## src/rtl/add_req_pkg.sv

```systemverilog
// Shared types for the adder request initiator: FSM states and default timeout.
package add_req_pkg;

  typedef enum logic [1:0] {IDLE, ISSUE, WAIT, HOLD} add_req_state_t;

  localparam int unsigned ADD_REQ_TIMEOUT_DEF = 4;

endpackage

```

## src/rtl/add_req_initiator.sv

```systemverilog
// Initiator for a start/valid single-op adder: takes operand pairs upstream, pulses start,
// waits (bounded) for the adder's valid and returns sum or timeout error downstream.
module add_req_initiator
  import add_req_pkg::*;
#(
  parameter int unsigned W       = 20,
  parameter int unsigned TIMEOUT = ADD_REQ_TIMEOUT_DEF,
  parameter int unsigned CNT_W   = 8
) (
  input  logic             clk,
  input  logic             rst_n,
  input  logic             in_valid,
  output logic             in_ready,
  input  logic [W-1:0]     in_a,
  input  logic [W-1:0]     in_b,
  output logic             start,
  output logic [W-1:0]     a,
  output logic [W-1:0]     b,
  input  logic [W-1:0]     y,
  input  logic             valid,
  output logic             out_valid,
  input  logic             out_ready,
  output logic [W-1:0]     out_sum,
  output logic             out_err,
  output logic [CNT_W-1:0] stray_cnt
);

  localparam int unsigned CW = $clog2(TIMEOUT + 1);
  localparam logic [CW-1:0] WCNT_LAST = CW'(TIMEOUT - 1);

  add_req_state_t   state, state_nxt;
  logic [CW-1:0]    wcnt, wcnt_nxt;
  logic [W-1:0]     a_nxt, b_nxt, sum_nxt;
  logic             err_nxt;
  logic [CNT_W-1:0] stray_nxt;

  // Handshake outputs decode straight from state, so reset removes start asynchronously.
  assign in_ready  = (state == IDLE);
  assign start     = (state == ISSUE);
  assign out_valid = (state == HOLD);

  always_ff @(posedge clk or negedge rst_n) begin
    if (!rst_n) begin
      state     <= IDLE;
      wcnt      <= '0;
      a         <= '0;
      b         <= '0;
      out_sum   <= '0;
      out_err   <= 1'b0;
      stray_cnt <= '0;
    end else begin
      state     <= state_nxt;
      wcnt      <= wcnt_nxt;
      a         <= a_nxt;
      b         <= b_nxt;
      out_sum   <= sum_nxt;
      out_err   <= err_nxt;
      stray_cnt <= stray_nxt;
    end
  end

  always_comb begin
    state_nxt = state;
    wcnt_nxt  = wcnt;
    a_nxt     = a;
    b_nxt     = b;
    sum_nxt   = out_sum;
    err_nxt   = out_err;
    stray_nxt = stray_cnt;

    if (valid && (state != WAIT) && (stray_cnt != '1)) begin
      stray_nxt = stray_cnt + CNT_W'(1);
    end

    unique case (state)
      IDLE: begin
        if (in_valid) begin
          a_nxt     = in_a;
          b_nxt     = in_b;
          state_nxt = ISSUE;
        end
      end
      ISSUE: begin
        wcnt_nxt  = '0;
        state_nxt = WAIT;
      end
      WAIT: begin
        // valid is checked before the limit so a result on the last allowed cycle wins.
        if (valid) begin
          sum_nxt   = y;
          err_nxt   = 1'b0;
          state_nxt = HOLD;
        end else if (wcnt == WCNT_LAST) begin
          sum_nxt   = '0;
          err_nxt   = 1'b1;
          state_nxt = HOLD;
        end else begin
          wcnt_nxt = wcnt + CW'(1);
        end
      end
      HOLD: begin
        if (out_ready) begin
          state_nxt = IDLE;
        end
      end
      default: state_nxt = IDLE;
    endcase
  end

  a_start_pulse: assert property (@(posedge clk) disable iff (!rst_n) start |=> !start);
  a_hold_stable: assert property (@(posedge clk) disable iff (!rst_n)
                                  out_valid && !out_ready |=> $stable(out_sum));
  a_ready_idle:  assert property (@(posedge clk) disable iff (!rst_n) in_ready == (state == IDLE));

endmodule
```

## config.mk

```make
export PLATFORM = sky130hd
export DESIGN_NAME = add_req_initiator
export DESIGN_NICKNAME = d
export VERILOG_FILES = /design/src/rtl/add_req_pkg.sv /design/src/rtl/add_req_initiator.sv
export SDC_FILE = /design/constraint.sdc
export NUM_CORES = 1
export LEC_CHECK = 0
export BUFFER_PORTS_ARGS = -buffer_cell sky130_fd_sc_hd__buf_2
export CAP_MARGIN = 15
export CORE_AREA = 2 2 103 105
export DETAILED_ROUTE_END_ITERATION = 7
export DIE_AREA = 0 0 105 107
export PLACE_DENSITY_LB_ADDON = 0.15
export REMOVE_ABC_BUFFERS = 1
export SYNTH_ARGS = -nofsm -noshare
export SYNTH_HDL_FRONTEND = slang
export SYNTH_SLANG_ARGS = --single-unit
```

## constraint.sdc

```tcl
create_clock -name clk -period 2.1 [get_ports clk]
set_input_delay 0.105 -clock clk [delete_from_list [all_inputs] [get_ports clk]]
set_output_delay 0.105 -clock clk [all_outputs]
set_load 0.02 [all_outputs]
```

==> run summary <==
Avg Inst Size Synth: 14.38 sq um
Die ar.: 11240 sq um
M1 GR Usage: 16.81%
Max Cap Viol: 0
Number of DRC markers in iteration 0: 91
Global-route wire length before repair: 12.04 mm
Ys flop type: dfrtp_1
I/O Buffers: 136
Arrival time of the worst setup path: 1.94 ns
Wire length per cell: 13.23 um
Worst Setup Slack, final: 0.4001 ns
RSZ-0062 raised after global routing: false
Initial cell density of the core: 29.63%
Number of H-tree levels: 3
Clk_lat worst skew: 0.35 ns
Met2 Usage GRT: 21.52%
CTS tree: done
Ports: 137
Leak Pwr: 2.345 nW
Tot Pwr: 6.900 mW
N_diodes: 0
Hold Crit Class: input pin to register
Rel. slew slack: 70.85%
Antenna-violating nets left: 0
Layout Cells excl Fill: 552
Reg clk slew, reported paths: 0.08 ns
Mapped Area: 2990 sq um
Gr usage total: 13.39%
Count of cell types in the netlist: 32
Worst path bufs/invs: 1
Clk_skew: 0.01123 ns
Fmax: 0.5883 GHz
Critical path type: register to register
Final Cycle Share: 80.95%
Synthesized instance count: 208
Final wirelength: 7.302 mm
Area growth, synth to finish: 57.24%
Worst VDD drop: 0.4970 mV
Hold_ws: 0.1291 ns
Grt ovf: 0
Slowest-stage cell, CP: dfrtp_1
Core Footprint: 10090 sq um
Worst Path Max Fanout: 10
GR Util met3: 4.498%
CP required: 2.34 ns
Pwr per Cell Area: 1467 nW/um^2
GPL Wtd Cong: 0.7414
DP HPWL: 4.586 mm
Die W: 105 um
Status: finished clean
Number of CTS-inserted buffers: 9
Worst-case clock buffer depth: 2
Initial antenna violation count: 0
Worst-margin pin slew: 0.4373 ns
# resized after CTS: 0
Tmin final: 1.700 ns
Nets: 484
CP delay by family, top: flip-flops
Synth async-reset ratio: 100.0%
Hold Violations, Final: 0
Final setup viols: 0
Most frequent cells in the layout: 135 x buf_2, 74 x dfrtp_1, 61 x dlygate4sd3_1, 43 x mux2_2, 21 x a22o_1
Drt first pass iters: 4
Final Max Slew Viols: 0
Placed insts: 475
Vias per cell: 4.418
Dpl ws: 0.4218 ns
Startpoint types: register
DR vias: 2439
Placed Area: 3857 sq um
Post-synthesis sequential area ratio: 61.92%
CP endpoint kind: register
Largest net degree at the start of global routing: 45
Chip height: 107 um
Fin area: 4702 sq um
Layout cells sized above 1: 48.56%
DRC viols: 0
CTS root buffer: clkbuf_8
Vias in the first global route: 2514
CP cell instances: inv_1 -> ha_1 -> nor2b_1 -> o31a_2 -> mux2_4
CP max stage delay: 0.40 ns
EDFF count, synth: 0
Yosys warnings: 0
CTS sink cnt: 74
Most common cell after layout, fill and taps aside: buf_2
Yosys reg bits: 74
Rows: 37
Layer with the highest usage: met2
[synthesized netlist by cell type (all sizes together), types with 2 or more instances]
master | count | area [sq um]
inv | 7 | 26.28
mux2 | 44 | 499.2
buf | 8 | 40.04
o21ai | 4 | 20.02
nand4 | 3 | 18.77
nand2 | 5 | 18.77
dfrtp | 74 | 1852
nor2 | 3 | 11.26
and3 | 2 | 15.01
and4b | 2 | 20.02
nand3 | 2 | 10.01
ha | 8 | 100.1
a21oi | 6 | 30.03
a22o | 21 | 183.9
a31oi | 3 | 18.77
[through the flow]
| step | TNS, ns | utilization (%) |
|---|---|---|
| detailed placement | 0 | 38.22 |
| CTS | 0 | 46.59 |
| finish | 0 | 46.59 |
| global placement | 0 | 38.22 |
| global route | 0 | 46.59 |
| floorplan | -5.698 | - |
[sequential cells by signal, indices dropped and copies added, names as in the netlist]
signal,flops
a,20
out_err,1
state,2
out_sum,20
wcnt,3
b,20
stray_cnt,8
[timing repair]
item	in CTS	in global routing
hold buffers	61	0
endpoints found under the setup margin	0	0
buffers inserted	0	0
endpoints found under the hold margin	90	0
[cell type report]
type / instances / area, sq um
fillers: 934 / 5390
clock buffers: 11 / 131.4
multi-input cells: 118 / 1071
repair buffers: 201 / 1349
inverters: 7 / 26.28
flip-flops and latches: 74 / 1852
clock inverters: 5 / 102.6
well taps: 136 / 170.2
[logic make-up (layout without fill, tap and decap cells)]
kind of cell    count (synthesis)  in the layout  share of synthesized area, %
buf+inv                        16            224                         2.343
fa+ha+maj                       8              8                         3.347
simple gates                   22             22                         4.352
mux                            45             45                         17.03
flops                          74             74                         61.92
xor+xnor                        1              1                        0.2929
compound gates                 42             42                         10.71
[final timing paths]
check	startpoint	endpoint	slack, ns	depth (start not counted)
worst max-delay path	state[0]$_DFFE_PN0P_	stray_cnt[1]$_DFFE_PN0P_	0.40	5
worst min-delay path	out_ready	state[0]$_DFFE_PN0P_	0.13	4
worst max register to register	state[0]$_DFFE_PN0P_	stray_cnt[1]$_DFFE_PN0P_	0.40	5
worst min register to register	out_sum[9]$_DFFE_PN0P_	out_sum[9]$_DFFE_PN0P_	0.50	1
max in group asynchronous	rst_n	out_sum[0]$_DFFE_PN0P_	1.28	3
min in group asynchronous	rst_n	a[3]$_DFFE_PN0P_	0.24	2
[routing by layer]
layer | share of wire (%) | vias to the layer above
met1 | 45 | 1150
met2 | 46 | 109
met4 | 1.5 | 0
met3 | 7.8 | 11
li1 | - | 1169
met5 | 0 | -
[report_power, final]
part | switching, mW | total (mW) | internal (mW) | leakage, nW
clock network | 0.522 | 1.31 | 0.789 | 0.114
logic | 1.72 | 3.07 | 1.35 | 1.33
registers | 0.415 | 2.52 | 2.10 | 0.901
total | 2.66 | 6.90 | 4.24 | 2.34
[worst min-delay path, cell delays in order]
cell and delay [ns]:
buf_2 0.07, inv_1 0.04, a22oi_1 0.13, a2bb2oi_1 0.09
(Power assumes the default switching activity.)
